<file path="src/rtl/ir_rx_pkg.sv">
// ir_rx_pkg: shared state/drop-cause types and frame delimiter codes for the
// IR receive framer.
package ir_rx_pkg;

  typedef enum logic {
    IDLE = 1'b0,
    RECV = 1'b1
  } ir_rx_state_t;

  // Why the frame in progress was rolled back (debug visibility only).
  typedef enum logic [2:0] {
    DROP_NONE     = 3'd0,
    DROP_OVERFLOW = 3'd1,
    DROP_LENGTH   = 3'd2,
    DROP_ERROR    = 3'd3,
    DROP_RESTART  = 3'd4,
    DROP_CHECKSUM = 3'd5,
    DROP_EMPTY    = 3'd6
  } ir_rx_drop_t;

  // Start-of-frame is the all-ones code.
  function automatic logic [31:0] SOF_CODE(input int unsigned w);
    return (32'd1 << w) - 32'd1;
  endfunction

  // End-of-frame is one below start-of-frame.
  function automatic logic [31:0] EOF_CODE(input int unsigned w);
    return (32'd1 << w) - 32'd2;
  endfunction

endpackage

</file>
<file path="src/rtl/ir_rx_fifo_mem.sv">
// ir_rx_fifo_mem: DEPTH x DATA_WIDTH simple dual-port store with synchronous
// write and a registered read port. No reset on the array or read register.
module ir_rx_fifo_mem #(
  parameter int DATA_WIDTH = 5,
  parameter int DEPTH      = 16,
  localparam int AW        = $clog2(DEPTH)
) (
  input  logic                  i_clk,
  input  logic                  i_wr_en,
  input  logic [AW-1:0]         i_wr_addr,
  input  logic [DATA_WIDTH-1:0] i_wr_data,
  input  logic [AW-1:0]         i_rd_addr,
  output logic [DATA_WIDTH-1:0] o_rd_data
);

  logic [DATA_WIDTH-1:0] r_mem [DEPTH];

  // Write port.
  always_ff @(posedge i_clk) begin
    if (i_wr_en) r_mem[i_wr_addr] <= i_wr_data;
  end

  // Registered read; a same-cycle write to this address returns old data.
  always_ff @(posedge i_clk) begin
    o_rd_data <= r_mem[i_rd_addr];
  end

endmodule

</file>
<file path="src/rtl/ir_rx_frame_buffer.sv">
// ir_rx_frame_buffer: assembles SOF/EOF-delimited IR codes into frames,
// writes payload speculatively into a FIFO, commits clean frames and rolls
// back broken ones. Committed letters drain on a valid/ready port.
// Build option: define IR_RX_CHECKSUM_EN to treat the last code before EOF as
// a modulo-2^DATA_WIDTH checksum of the preceding letters.
module ir_rx_frame_buffer
  import ir_rx_pkg::*;
#(
  parameter int DATA_WIDTH = 5,
  parameter int DEPTH      = 16,
  parameter int MAX_FRAME  = 16
) (
  input  logic                    clk_in,
  input  logic                    rst_in,
  input  logic [DATA_WIDTH-1:0]   code_in,
  input  logic                    code_valid_in,
  input  logic                    error_in,
  output logic [DATA_WIDTH-1:0]   data_out,
  output logic                    data_valid_out,
  input  logic                    data_ready_in,
  output logic                    frame_done_out,
  output logic                    frame_drop_out,
  output logic [$clog2(DEPTH):0]  count_out,
  output logic [7:0]              drop_count_out,
  output logic                    state_out
);

  localparam int AW = $clog2(DEPTH);
  localparam int PW = AW + 1;
  localparam int LW = $clog2(MAX_FRAME + 1);
  localparam logic [DATA_WIDTH-1:0] SOF_C   = DATA_WIDTH'(SOF_CODE(DATA_WIDTH));
  localparam logic [DATA_WIDTH-1:0] EOF_C   = DATA_WIDTH'(EOF_CODE(DATA_WIDTH));
  localparam logic [PW-1:0]         DEPTH_P = PW'(DEPTH);
  localparam logic [PW-1:0]         ONE_P   = PW'(1);
  localparam logic [LW-1:0]         MAXF_L  = LW'(MAX_FRAME);
  localparam logic [LW-1:0]         ONE_L   = LW'(1);

  ir_rx_state_t          r_state;
  logic [PW-1:0]         r_rd_ptr, r_commit_ptr, r_wr_ptr, r_count;
  logic [LW-1:0]         r_len;
  logic                  r_valid, r_done, r_drop;
  logic [7:0]            r_drop_cnt;
`ifdef IR_RX_CHECKSUM_EN
  logic [DATA_WIDTH-1:0] r_sum, r_sum_prev, r_last;
`endif

  logic                  w_pop, w_full, w_write, w_commit, w_drop;
  ir_rx_drop_t           w_cause;
  logic [PW-1:0]         w_rd_nxt, w_commit_val, w_commit_nxt;
  logic [DATA_WIDTH-1:0] w_mem_q;

  assign w_pop    = r_valid & data_ready_in;
  assign w_rd_nxt = r_rd_ptr + (w_pop ? ONE_P : '0);
  // Full uses this cycle's rd_ptr: a pop frees space only from next cycle.
  assign w_full   = (r_wr_ptr - r_rd_ptr) == DEPTH_P;

`ifdef IR_RX_CHECKSUM_EN
  // Checksum entry is never released; wr_ptr also steps back over it so it
  // does not linger as a stale speculative entry ahead of the next frame.
  assign w_commit_val = r_wr_ptr - ONE_P;
`else
  assign w_commit_val = r_wr_ptr;
`endif
  assign w_commit_nxt = w_commit ? w_commit_val : r_commit_ptr;

  // Classify this cycle's input while receiving: write, commit or drop cause.
  always_comb begin
    w_cause  = DROP_NONE;
    w_write  = 1'b0;
    w_commit = 1'b0;
    if (r_state == RECV) begin
      if (error_in) begin
        w_cause = DROP_ERROR;
      end else if (code_valid_in) begin
        if (code_in == SOF_C) begin
          w_cause = DROP_RESTART;
        end else if (code_in == EOF_C) begin
          if (r_len == '0) w_cause = DROP_EMPTY;
`ifdef IR_RX_CHECKSUM_EN
          else if (r_len == ONE_L) w_cause = DROP_LENGTH;
          else if (r_sum_prev != r_last) w_cause = DROP_CHECKSUM;
`endif
          else w_commit = 1'b1;
        end else begin
          if (r_len == MAXF_L) w_cause = DROP_LENGTH;
          else if (w_full) w_cause = DROP_OVERFLOW;
          else w_write = 1'b1;
        end
      end
    end
  end

  assign w_drop = (w_cause != DROP_NONE);

  ir_rx_fifo_mem #(
    .DATA_WIDTH (DATA_WIDTH),
    .DEPTH      (DEPTH)
  ) u_mem (
    .i_clk     (clk_in),
    .i_wr_en   (w_write),
    .i_wr_addr (r_wr_ptr[AW-1:0]),
    .i_wr_data (code_in),
    .i_rd_addr (w_rd_nxt[AW-1:0]),
    .o_rd_data (w_mem_q)
  );

  // Pointers, framing FSM, status pulses and output-side registers.
  always_ff @(posedge clk_in) begin
    if (rst_in) begin
      r_state      <= IDLE;
      r_rd_ptr     <= '0;
      r_commit_ptr <= '0;
      r_wr_ptr     <= '0;
      r_count      <= '0;
      r_len        <= '0;
      r_valid      <= 1'b0;
      r_done       <= 1'b0;
      r_drop       <= 1'b0;
      r_drop_cnt   <= '0;
`ifdef IR_RX_CHECKSUM_EN
      r_sum        <= '0;
      r_sum_prev   <= '0;
      r_last       <= '0;
`endif
    end else begin
      r_rd_ptr     <= w_rd_nxt;
      r_commit_ptr <= w_commit_nxt;
      r_count      <= w_commit_nxt - w_rd_nxt;
      // Judged against the pre-commit pointer so a new commit becomes
      // visible one cycle later, once the read stage has fetched its head.
      r_valid      <= (r_commit_ptr != w_rd_nxt);
      r_done       <= w_commit;
      r_drop       <= w_drop;
      if (w_drop && r_drop_cnt != 8'hFF) r_drop_cnt <= r_drop_cnt + 8'd1;
      case (r_state)
        IDLE: begin
          if (code_valid_in && !error_in && code_in == SOF_C) begin
            r_state <= RECV;
            r_len   <= '0;
`ifdef IR_RX_CHECKSUM_EN
            r_sum   <= '0;
`endif
          end
        end
        RECV: begin
          if (w_drop) begin
            r_wr_ptr <= r_commit_ptr;
            r_len    <= '0;
`ifdef IR_RX_CHECKSUM_EN
            r_sum    <= '0;
`endif
            // A restart SOF opens a fresh frame immediately.
            if (w_cause != DROP_RESTART) r_state <= IDLE;
          end else if (w_commit) begin
            r_wr_ptr <= w_commit_val;
            r_state  <= IDLE;
          end else if (w_write) begin
            r_wr_ptr   <= r_wr_ptr + ONE_P;
            r_len      <= r_len + ONE_L;
`ifdef IR_RX_CHECKSUM_EN
            r_sum_prev <= r_sum;
            r_sum      <= r_sum + code_in;
            r_last     <= code_in;
`endif
          end
        end
        default: r_state <= IDLE;
      endcase
    end
  end

  assign data_out       = r_valid ? w_mem_q : '0;
  assign data_valid_out = r_valid;
  assign frame_done_out = r_done;
  assign frame_drop_out = r_drop;
  assign count_out      = r_count;
  assign drop_count_out = r_drop_cnt;
  assign state_out      = r_state;

endmodule

</file>
<file path="config.mk">
export PLATFORM = sky130hd
export DESIGN_NAME = ir_rx_frame_buffer
export DESIGN_NICKNAME = d
export VERILOG_FILES = /design/src/rtl/ir_rx_pkg.sv /design/src/rtl/ir_rx_fifo_mem.sv /design/src/rtl/ir_rx_frame_buffer.sv
export SDC_FILE = /design/constraint.sdc
export NUM_CORES = 1
export LEC_CHECK = 0
export CAP_MARGIN = 40
export CORE_ASPECT_RATIO = 1.25
export CORE_MARGIN = 10
export CORE_UTILIZATION = 40
export CTS_CLUSTER_SIZE = 10
export DETAILED_ROUTE_END_ITERATION = 8
export SYNTH_ARGS = -nofsm -noshare
export SYNTH_HDL_FRONTEND = slang
export SYNTH_SLANG_ARGS = --single-unit
export TNS_END_PERCENT = 30
</file>
<file path="constraint.sdc">
create_clock -name clk_in -period 9.35 [get_ports clk_in]
set_input_delay 1.4025 -clock clk_in [delete_from_list [all_inputs] [get_ports clk_in]]
set_output_delay 1.4025 -clock clk_in [all_outputs]
set_load 0.005 [all_outputs]
</file>
After elaboration in Yosys (flattened, before gate mapping)
Memories as Yosys holds them, arrays and structs flattened. A register that Yosys moved wholly into a read port is not among the register bits.
Cells that the tools add are included.
{ "totals": {"latchBits": 0, "word_cells": 78, "out_inout_bits": 22, "mem_count": 1, "ramBits": 80, "romBits": 0, "ff_bits": 37, "inputBits": 10} }
{ "op_classes": {"n_mul": 0, "addsub": 6, "reduce_logical": 9, "n_div": 0, "n_lt_le_gt_ge": 0, "eq_ne": 11, "bitwise_logic": 2, "muxes": 39, "shift": 0} }
{ "memory_table": {"columns": ["memory", "depth", "word_bits", "rd", "rd_clocked_by_memory_dff", "write_ports", "line_no", "source"], "rows": [
  ["u_mem.r_mem", 16, 5, 1, 1, 1, "ir_rx_fifo_mem.sv:16", "logic [DATA_WIDTH-1:0] r_mem [DEPTH];"]
]} }
{ "ops": {"columns": ["operator", "n"], "rows": [
  ["$mux W5", 9],
  ["$mux W1", 21],
  ["$eq A5 B5 Y1 const B", 4],
  ["$mux W3", 6],
  ["$add A5 B1 Y5 const B", 2],
  ["$pmux W5 S2", 1],
  ["$sub A5 B5 Y5", 2],
  ["$add A8 B1 Y8 const B", 1],
  ["$ne A8 B8 Y1 const B", 1],
  ["$reduce_and A3 Y1", 2],
  ["$add A5 B1 Y5", 1],
  ["$logic_not A5 Y1", 1],
  ["$ne A5 B5 Y1", 1],
  ["$logic_and A1 B1 Y1", 3],
  ["$ne A3 B1 Y1 const B", 1],
  ["$ne A3 B2 Y1 const B", 1],
  ["$ne A3 B3 Y1 const B", 1],
  ["$reduce_bool A3 Y1", 1],
  ["$mux W2", 1],
  ["$ne A2 B1 Y1 const B", 1],
  ["$ne A2 B2 Y1 const B", 1],
  ["$pmux W1 S2", 1],
  ["$reduce_bool A2 Y1", 1],
  ["$and A1 B1 Y1", 1],
  ["2 further kinds", 2]
]} }

Logic depth before layout (Yosys ltp)
Gate-level depths: netlist of the first run.
{ "logic_depth": {"depth_word": 13, "ltp_mapped": 15} }

Hierarchy
Synthesis of the first run repeated with hierarchy kept, for this count alone.
{ "unflattened": {"hier_cells": 397, "hier_area_um2": 5326.4} }
{ "modules_own_cells": {"columns": ["module", "cells_per_inst", "area_per_inst_um2", "seq_area_each_um2", "instances"], "rows": [
  ["ir_rx_fifo_mem", 155, 3213.1, 2502.4, 1],
  ["ir_rx_frame_buffer", 242, 2113.3, 740.7, 1]
]} }

Least setup slack after synthesis of the first run
Ideal clock, no wire load.
{ "synth_path": {"kind": "input to register", "from": "input data_ready_in", "to": "register r_count[4] (netlist: count_out[4])", "n_path_buf": 2, "path_stages": 12, "path_slack_ns": 5.237, "t_arrival_ns": 3.986, "setup_ns": 0.128, "required_ns": 9.222, "path_cell_list": "and2_1 -> ha_1 -> ha_1 -> buf_1 -> clkbuf_1 -> inv_1 -> fa_1 -> a21o_1 -> a21oi_1 -> xor2_1 -> xnor2_1 -> nor2_1"} }
{ "synth_via": {"elab_chain_cells": 4} }
{ "synth_rtl": {"columns": ["item", "line_no", "source"], "rows": [
  ["start: declaration", "ir_rx_frame_buffer.sv:20", "input logic data_ready_in,"],
  ["$and A1 B1 Y1", "ir_rx_frame_buffer.sv:52", "assign w_pop = r_valid & data_ready_in;"],
  ["$mux W1", "ir_rx_frame_buffer.sv:53", "assign w_rd_nxt = r_rd_ptr + (w_pop ? ONE_P : '0);"],
  ["$add A5 B1 Y5", "ir_rx_frame_buffer.sv:53", null],
  ["named net u_mem.i_rd_addr[1]", "ir_rx_fifo_mem.sv:12", "input logic [AW-1:0] i_rd_addr,"],
  ["$sub A5 B5 Y5", "ir_rx_frame_buffer.sv:128", "r_count <= w_commit_nxt - w_rd_nxt;"],
  ["end signal: assignment", "ir_rx_frame_buffer.sv:128", null],
  ["end: declaration", "ir_rx_frame_buffer.sv:39", "logic [PW-1:0] r_rd_ptr, r_commit_ptr, r_wr_ptr, r_count;"]
]} }
The timed path passes the listed nets, and every way through them passes these cells.
A chain may end at the register's enable or synchronous reset.

Worst setup path in the final report of the first run
{ "layout_path": {"from": "input code_in[4]", "to": "register r_count[4] (netlist: count_out[4])"} }
{ "layout_via": {"elab_chain_cells": 8, "elab_cells_between_ends": 9, "classes_between": "add/sub (1); eq/ne (2); mux (6)"} }
{ "layout_rtl": {"columns": ["item", "line_no", "source"], "rows": [
  ["start: declaration", "ir_rx_frame_buffer.sv:15", "input logic [DATA_WIDTH-1:0] code_in,"],
  ["$eq A5 B5 Y1", "ir_rx_frame_buffer.sv:77", "end else if (code_in == EOF_C) begin"],
  ["$mux W1", "ir_rx_frame_buffer.sv:77", null],
  ["$mux W1 (*)", "ir_rx_frame_buffer.sv:75", "if (code_in == SOF_C) begin"],
  ["$mux W1 (*)", "ir_rx_frame_buffer.sv:74", "end else if (code_valid_in) begin"],
  ["$mux W1 (*)", "ir_rx_frame_buffer.sv:72", "if (error_in) begin"],
  ["$mux W1 (*)", "ir_rx_frame_buffer.sv:71", "if (r_state == RECV) begin"],
  ["$mux W5 (*)", "ir_rx_frame_buffer.sv:64", "assign w_commit_nxt = w_commit ? w_commit_val : r_commit_ptr;"],
  ["$sub A5 B5 Y5 (*)", "ir_rx_frame_buffer.sv:128", null]
]} }
Mark *: on every way between the ends. The rest lies on a longest branch, timed or not.

==> results of run 1 <==
==> metal layers <==
metal,up-vias,share of wire
met2,81,0.50
met3,14,0.043
met1,1677,0.44
met5,-,0
li1,1594,-
met4,0,0.016
==> registers in the layout (all words and copies together), names as in the netlist <==
| signal | cells |
|---|---|
| state_out | 1 |
| r_len | 5 |
| u_mem.o_rd_data | 5 |
| r_wr_ptr | 5 |
| data_valid_out | 1 |
| count_out | 5 |
| drop_count_out | 8 |
| u_mem.r_mem | 80 |
| frame_drop_out | 1 |
| r_commit_ptr | 5 |
| r_rd_ptr | 5 |
| frame_done_out | 1 |
==> cell families (layout without fill, tap and decap cells) <==
logic type	after synthesis	count (layout)	share of synthesized area
adders and majority gates	18	18	0.0434
and+or+nand+nor	118	118	0.114
AOI/OAI and AO/OA	65	65	0.0876
buffers and inverters	29	84	0.0210
muxes	28	28	0.0997
DFF	122	122	0.605
xor gates and xnor gates	18	18	0.0294
==> layout by cell type, fill, tap and decap left out, types with 7 or more instances in the layout <==
cell / n
and2_1: 13
nand2_1: 26
clkbuf_16: 17
a31oi_1: 8
xor2_1: 11
a21oi_1: 11
nor2_1: 35
dfxtp_1: 42
o21ai_0: 7
xnor2_1: 7
a211oi_1: 10
inv_1: 13
mux4_2: 20
edfxtp_1: 80
clkdlybuf4s50_1: 31
ha_1: 17
nand3_1: 8
==> final cells by class <==
class	count	area, sq um	area share
clock buffers	19	443	0.0684
clock inverters	13	144	0.0222
inverters	13	48.8	0.00754
multi-input cells	247	2000	0.310
flip-flops and latches	122	3240	0.501
well taps	171	214	0.0331
repair buffers	39	375	0.0580
==> power by group through the flow <==
stage	clock network (mW)	logic, mW	registers (mW)
2_1_floorplan	0	0.00652	0.585
3_3_place_gp	0	0.0177	0.586
3_5_place_dp	0	0.0182	0.586
4_1_cts	0.650	0.0182	0.574
5_1_grt	0.676	0.0202	0.574
6_report	0.642	0.0182	0.574
==> final timing paths <==
path | start | end | slack (ns) | cells past startpoint
worst max register to register | data_valid_out | count_out[4] | 5.94 | 11
worst min-delay path | r_len[0] | r_len[0] | 0.51 | 1
worst max-delay path | code_in[4] | count_out[4] | 4.68 | 13
worst min register to register | r_len[0] | r_len[0] | 0.51 | 1
==> per-stage QoR <==
stage	instance area, sq um	setup slack, ns
2_1_floorplan	5360	5.24
3_3_place_gp	5860	4.31
3_5_place_dp	5880	4.24
4_1_cts	6470	4.67
5_1_grt	6470	4.37
6_report	6470	4.68
==> flow_summary.json, run 1 <==
{
  "grt-busiest-layer": "met2",
  "cp.buffers_inverters": 2,
  "synth_edf_count": 80,
  "power-per-cell-area_nw_per_um2": 191,
  "yosysTopAreaCellShare": 0.448,
  "core_area_sq_um": 13200,
  "post-route-period-util": 0.500,
  "drcViolationCount": 0,
  "finalNonFillerCells": 624,
  "p_comb_frac": 0.015,
  "initial_core_util": 0.407,
  "hold_viol": 0,
  "ctsRootBufferMaster": "clkbuf_16",
  "cp_max_fo": 18,
  "setup_violations": 0,
  "cp.arrival_ns": 4.97,
  "yosys_most_used_dff": "edfxtp_1",
  "slowest_stage": "clkdlybuf4s50_1",
  "crit_chain": "clkdlybuf4s50_1 > nand4_1 > nor2_1 > and3_1 > mux2i_1 > ha_1 > inv_1 > fa_1 > a21o_1 > a21oi_1 > xor2_1 > xnor2_1 > nor2_1",
  "grtUsageMet3": 0.0366,
  "synthesis.area_sq_um": 5360,
  "clk_latency_ns": 0.41,
  "hold_class": "flip-flop to flip-flop",
  "p_switching_uw": 253,
  "finish.utilization": 0.491,
  "drt_wl_total_mm": 11.8,
  "vias": 3366,
  "die_area_sq_um": 18500,
  "drv_cap": 0,
  "dr.pass1.iters": 4,
  "fillers": 1180,
  "die_w_um": 124,
  "die_y_um": 149,
  "cts.clk_slew.worst_paths_ns": 0.05,
  "status": "finished, final reports clean",
  "drive_gt1_frac": 0.148,
  "final_antenna_net_count": 0,
  "cts_tree": "yes",
  "grtUsageMet2": 0.220,
  "clock_path_buffers": 2,
  "cp-start-kind": "input pin",
  "synthTopCellsByCount": "80 x edfxtp_1, 42 x dfxtp_1, 35 x nor2_1",
  "nets": 468,
  "crit_family": "simple AND/OR/NAND/NOR gates",
  "p_clk_frac": 0.520,
  "synth_fp_nets": 426,
  "cts_sinks": 122,
  "max_freq_ghz": 0.214,
  "pwr-share-seq": 0.465,
  "grt_pass1_vias": 3446,
  "synth_area_leaders": "edfxtp_1 45%, dfxtp_1 16%, mux4_2 8.4%",
  "cts_made_buffers": 17,
  "grt_use_total": 0.135,
  "cts_htree_levels": 4,
  "leakagePower_nw": 2.19,
  "ys_ff_latch": 122,
  "ir_worst_vdd_v": 0.000104,
  "ys_async_sr_fraction": 0,
  "antenna_cells": 0,
  "avgViaCountPerCell": 5.39,
  "synth_cell_types": 52,
  "syn_inst": 398,
  "yosysMostFrequentCell": "edfxtp_1",
  "synth-seq-area-share": 0.605,
  "post_cts_buffers": 0,
  "finalWorstPathRequiredPeriod_ns": 4.67,
  "finalSetupTns_ns": 0,
  "pin_count": 32,
  "hold-worst-slack_ns": 0.507,
  "grt_overflow": 0,
  "intPower_uw": 981,
  "grt_max_degree": 29,
  "fin_total_pwr_mw": 1.23,
  "switching_share": 0.205,
  "antenna_found_initial": 0,
  "yosysTopAreaCell": "edfxtp_1",
  "critPathCaptureType": "flip-flop",
  "cp.required_ns": 9.64,
  "groute.layer.met1.usage": 0.166,
  "dp_cells": 592,
  "hpwl_mm": 8.19,
  "critPathMostFrequentCell": "nor2_1",
  "area_growth_pct": 20.8,
  "initialDrtViolationCount": 263,
  "portBuffers": 31,
  "slew_headroom": 0.411,
  "wl_per_cell_um": 18.9,
  "cts_hold_buf": 0,
  "drv_slew": 0,
  "postCtsResizedCells": 0,
  "skew_ns": 0.00857,
  "path_class": "input pin to flip-flop",
  "avgSynthCellArea_sq_um": 13.5,
  "gp_congestion": 0.820,
  "grt_pass1_wl_mm": 18.8,
  "placementRows": 47,
  "worstMarginPinSlew_ns": 0.884,
  "critPathMaxStageDelay_ns": 0.87,
  "yosys_warnings": 0,
  "rsz0062_at_grt": "no"
}
No activity file was read; power rests on OpenSTA's default activity.
==> run 2, diff against run 1 <==
clock period = 3.8 ns   (was 9.35 ns; I/O delays follow)
==> run 2 against run 1 <==
Die area unchanged. First-iteration DRC count decreased by 27%. Clock skew increased by 0.0051 ns. Final cell count increased by 1.8%. Largest cell class unchanged. Largest power group unchanged.
==> flow_summary.json, run 2 (synthesized netlist as in run 1, its figures left out) <==
{
  "status": "finished, final reports clean",
  "r2r-end": "count_out[4]",
  "critPathMostFrequentCell": "nor2_1",
  "grt_pass1_vias": 3592,
  "finalWorstPathRequiredPeriod_ns": 3.10,
  "antenna_found_initial": 0,
  "setup_violations": 0,
  "drv_cap": 0,
  "post_cts_buffers": 0,
  "hold-worst-slack_ns": 0.506,
  "drive_gt1_frac": 0.168,
  "hold_depth": 2,
  "portBuffers": 31,
  "dp_slack_ns": 0.281,
  "top_register": "u_mem.r_mem",
  "core_area_sq_um": 13200,
  "critPathMaxStageDelay_ns": 0.55,
  "die_w_um": 124,
  "postCtsResizedCells": 0,
  "drt_wl_total_mm": 11.6,
  "drv_slew": 0,
  "fillers": 1168,
  "crit_family": "simple AND/OR/NAND/NOR gates",
  "dr.pass1.iters": 4,
  "drcViolationCount": 0,
  "crit_chain": "clkdlybuf4s50_1 > nand4_1 > nor2_1 > and3_1 > mux2i_1 > ha_1 > inv_1 > fa_1 > a21o_1 > a21oi_1 > xor2_1 > xnor2_1 > nor2_1",
  "placementRows": 47,
  "critPathCaptureType": "flip-flop",
  "pwr-share-seq": 0.468,
  "worstMarginPinSlew_ns": 0.745,
  "finalSetupTns_ns": 0,
  "avgViaCountPerCell": 5.32,
  "gp_congestion": 0.802,
  "grt_use_total": 0.134,
  "path_class": "input pin to flip-flop",
  "cts_made_buffers": 17,
  "p_comb_frac": 0.017,
  "r2r_start": "r_len[0]",
  "ir_worst_vdd_v": 0.000277,
  "rsz0062_at_grt": "no",
  "initialDrtViolationCount": 192,
  "cp-start-kind": "input pin",
  "initial_core_util": 0.407,
  "cp.arrival_ns": 3.38,
  "cts_hold_buf": 0,
  "holdCritStartpoint": "drop_count_out[1]",
  "die_area_sq_um": 18500,
  "final_cell_mix": "80 x edfxtp_1, 42 x dfxtp_1, 35 x nor2_1",
  "reg2reg_depth": 14,
  "ctsRootBufferMaster": "clkbuf_16",
  "hold_viol": 0,
  "grt_max_degree": 29,
  "clock_path_buffers": 2,
  "area_growth_pct": 22.0,
  "cp.required_ns": 4.09,
  "cts_sinks": 122,
  "wl_per_cell_um": 18.2,
  "power-per-cell-area_nw_per_um2": 461,
  "switching_share": 0.205,
  "finalWorstSetupSlack_ns": 0.702,
  "die_y_um": 149,
  "slew_headroom": 0.499,
  "max_freq_ghz": 0.323,
  "grt_pass1_wl_mm": 18.8,
  "clk_latency_ns": 0.41,
  "reg2reg_slack_ns": 0.83,
  "largest_reg_flops": 80,
  "nets": 479,
  "holdPathEnd": "drop_count_out[1]",
  "cp.buffers_inverters": 2,
  "pin_count": 32,
  "slowest_stage": "clkdlybuf4s50_1",
  "vias": 3378,
  "p_switching_uw": 619,
  "leakagePower_nw": 2.23,
  "hpwl_mm": 8.20,
  "post-route-period-util": 0.815,
  "skew_ns": 0.0137,
  "grt_overflow": 0,
  "final_common_cell": "edfxtp_1",
  "cp_max_fo": 3,
  "cts_tree": "yes",
  "p_clk_frac": 0.514,
  "intPower_mw": 2.40,
  "cts_htree_levels": 4,
  "antenna_cells": 0,
  "hold_class": "flip-flop to flip-flop",
  "final_antenna_net_count": 0,
  "cts.clk_slew.worst_paths_ns": 0.06
}
-- run 2: changes by cell type in the layout (fill, tap and decap cells not counted), sizes merged --
cell and delta:
buf +11, inv +1, clkinv -2, clkinvlp +2, clkbuf -1
-- run 2: area by class of cell --
cell class / count / area [sq um] / share of cell area
flip-flops and latches: 122 / 3240 / 0.496
multi-input cells: 247 / 2000 / 0.306
repair buffers: 50 / 453 / 0.0693
clock buffers: 18 / 429 / 0.0656
well taps: 171 / 214 / 0.0327
clock inverters: 14 / 146 / 0.0224
inverters: 13 / 48.8 / 0.00746
-- run 2: worst register-to-register path, delay by kind of cell (launching register included) --
| family | cells | cell delay (ns) |
|---|---|---|
| AND/OR/NAND/NOR | 4 | 0.56 |
| buffers and inverters | 2 | 0.13 |
| flip-flops | 1 | 0.39 |
| multiplexers | 1 | 0.30 |
| AO/OA/AOI/OAI | 2 | 0.33 |
| adder cells (fa/ha/maj) | 3 | 0.82 |
| XOR/XNOR | 2 | 0.31 |
-- run 2: stage by stage --
stage                     power (mW)   util  std cells  area (sq um)
after detailed placement        1.49  0.453        603          5960
after CTS                       3.04  0.496        635          6540
after global routing            3.12  0.496        635          6540
final                           3.02  0.496        635          6540
after global placement          1.49  0.453        603          5960
after floorplan                 1.46      -        398          5360
-- run 2: worst max-delay path by stage --
stage / startpoint / to / slack [ns] / depth (start not counted)
after floorplan: data_ready_in / count_out[4] / 0.52 / 12
after detailed placement: code_in[4] / count_out[4] / 0.28 / 13
after global routing: code_in[4] / count_out[4] / 0.53 / 13
final: code_in[4] / count_out[4] / 0.70 / 13
after CTS: code_in[4] / count_out[4] / 0.69 / 13
after global placement: code_in[4] / count_out[4] / 0.34 / 13
-- run 2: metal layers --
layer	part of all wire	vias up	track usage
met5	0	-	0
met2	0.54	69	0.230
met4	0.0079	0	0.0449
met1	0.42	1689	0.152
li1	-	1610	-
met3	0.037	10	0.0422
-- run 2: power groups by stage --
stage                     Clock [mW]  Combinational, mW  Sequential (mW)
final                           1.55             0.0516             1.41
after global routing            1.65             0.0560             1.41
after CTS                       1.58             0.0520             1.41
after detailed placement           0             0.0516             1.44
after global placement             0             0.0501             1.44
after floorplan                    0             0.0160             1.44
==> run 3, diff against run 2 <==
clock period = 2.95 ns   (was 3.8 ns; I/O delays follow)
==> run 3 against run 2 <==
Clock skew shrank 0.0054 ns. Final cell count up 5.8%. Hold slack better by 0.014 ns. First-iteration DRC count down 4.7%. Sequential power grew 29%. Combinational power increased by 33%. Sequential cell count unchanged. Die area is the same. Cell area increased by 5.4%. Routed wire length is 6.2% higher. Largest power group unchanged.
==> flow_summary.json, run 3 (synthesized netlist as in run 1, its figures left out) <==
{
  "largest_reg_flops": 80,
  "critPathMostFrequentCell": "inv_1",
  "hold_class": "flip-flop to flip-flop",
  "nets": 516,
  "die_area_sq_um": 18500,
  "top_register": "u_mem.r_mem",
  "final_common_cell": "edfxtp_1",
  "crit_family": "adder cells",
  "cts_hold_buf": 0,
  "finalWorstPathRequiredPeriod_ns": 2.78,
  "portBuffers": 31,
  "grt_pass1_vias": 3710,
  "cts_made_buffers": 17,
  "setup_violations": 0,
  "fillers": 1162,
  "critPathCaptureType": "flip-flop",
  "slew_headroom": 0.755,
  "grt_max_degree": 28,
  "cts_htree_levels": 4,
  "grt_overflow": 0,
  "avgViaCountPerCell": 5.23,
  "grt_pass1_wl_mm": 19.9,
  "gp_congestion": 0.854,
  "die_y_um": 149,
  "antenna_cells": 0,
  "cp.buffers_inverters": 2,
  "final_antenna_net_count": 0,
  "dr.pass1.iters": 4,
  "drive_gt1_frac": 0.242,
  "initial_core_util": 0.407,
  "die_w_um": 124,
  "placementRows": 47,
  "antenna_found_initial": 0,
  "cp.arrival_ns": 3.07,
  "cp.required_ns": 3.24,
  "path_class": "flip-flop to flip-flop",
  "clk_latency_ns": 0.42,
  "area_growth_pct": 28.5,
  "cp-start-kind": "flip-flop",
  "critPathMaxStageDelay_ns": 0.38,
  "grt_use_total": 0.142,
  "hold_viol": 0,
  "post-route-period-util": 0.942,
  "drv_cap": 0,
  "vias": 3512,
  "cts_tree": "yes",
  "clock_path_buffers": 2,
  "drt_wl_total_mm": 12.3,
  "power-per-cell-area_nw_per_um2": 576,
  "ctsRootBufferMaster": "clkbuf_16",
  "ir_worst_vdd_v": 0.000390,
  "hold-worst-slack_ns": 0.520,
  "worstMarginPinSlew_ns": 0.357,
  "max_freq_ghz": 0.360,
  "leakagePower_nw": 2.44,
  "core_area_sq_um": 13200,
  "cts.clk_slew.worst_paths_ns": 0.06,
  "wl_per_cell_um": 18.3,
  "crit_chain": "inv_1 > ha_4 > nor4b_4 > nor2_2 > and3_4 > mux2i_2 > ha_1 > inv_1 > fa_1 > a21o_1 > a21oi_2 > xor2_1 > xnor2_1 > nor2_1",
  "hpwl_mm": 8.81,
  "drv_slew": 0,
  "cts_sinks": 122,
  "drcViolationCount": 0,
  "fin_total_pwr_mw": 3.97,
  "skew_ns": 0.00827,
  "status": "finished, final reports clean",
  "slowest_stage": "fa_1",
  "final_cell_mix": "80 x edfxtp_1, 55 x buf_4, 42 x dfxtp_1",
  "pin_count": 32,
  "initialDrtViolationCount": 183,
  "cp_max_fo": 4
}
## run 3: changes by cell type in the layout (fill, tap and decap cells not counted), sizes merged
cell and delta:
dlymetal6s2s +2, clkdlybuf4s50 -2, buf +37, clkbuf -1
clkinv -1, clkinvlp +3, bufinv +1, inv -2
## run 3: stage by stage
stage | instances | setup slack [ns] | util | instance area, sq um | TNS (ns)
CTS | 671 | 0.00763 | 0.520 | 6850 | 0
detailed placement | 639 | -0.410 | 0.474 | 6240 | -0.639
global placement | 639 | -0.372 | 0.474 | 6240 | -0.531
global route | 672 | -0.0162 | 0.523 | 6890 | -0.0162
floorplan | 398 | 0.0769 | - | 5360 | 0
finish | 672 | 0.171 | 0.523 | 6890 | 0
## run 3: cell type report
class | count | area, sq um | area share
clock buffer | 17 | 425 | 0.0618
clock inverter | 15 | 175 | 0.0254
inverter | 13 | 48.8 | 0.00708
multi-input combinational | 247 | 2030 | 0.295
sequential | 122 | 3240 | 0.471
tap | 171 | 214 | 0.0311
timing repair buffer | 87 | 748 | 0.109
## run 3: path summary, 6_finish.rpt
path	from	endpoint	slack, ns	depth (start not counted)
worst min register to register	drop_count_out[1]	drop_count_out[1]	0.52	2
worst max register to register	r_len[1]	count_out[4]	0.17	14
worst min-delay path	drop_count_out[1]	drop_count_out[1]	0.52	2
worst max-delay path	r_len[1]	count_out[4]	0.17	14
## run 3: report_power, final
part | switching [mW] | internal (mW) | total (mW)
combinational | 0.0430 | 0.0257 | 0.0688
clock | 0.760 | 1.32 | 2.08
sequential | 0.000720 | 1.82 | 1.82
total | 0.803 | 3.17 | 3.97
## run 3: repair_timing
| item | CTS | global route |
|---|---|---|
| gates resized for setup | 0 | 10 |
| setup endpoints to repair | 0 | 1 |
| buffers inserted | 0 | 1 |
## run 3: worst reg2reg max path, delay by kind of cell, from the launching register on
family,cells,cell delay [ns]
AO/OA/AOI/OAI,2,0.32
XOR/XNOR,2,0.31
adder cells (fa/ha/maj),3,0.70
buffers and inverters,2,0.17
flip-flops,1,0.33
multiplexers,1,0.21
AND/OR/NAND/NOR,4,0.61
## run 3: layer usage
metal,up-vias,GRT usage,share of wire
li1,1684,-,-
met1,1761,0.156,0.40
met2,51,0.251,0.54
met3,16,0.0407,0.039
met4,0,0.0548,0.016
met5,-,0,0
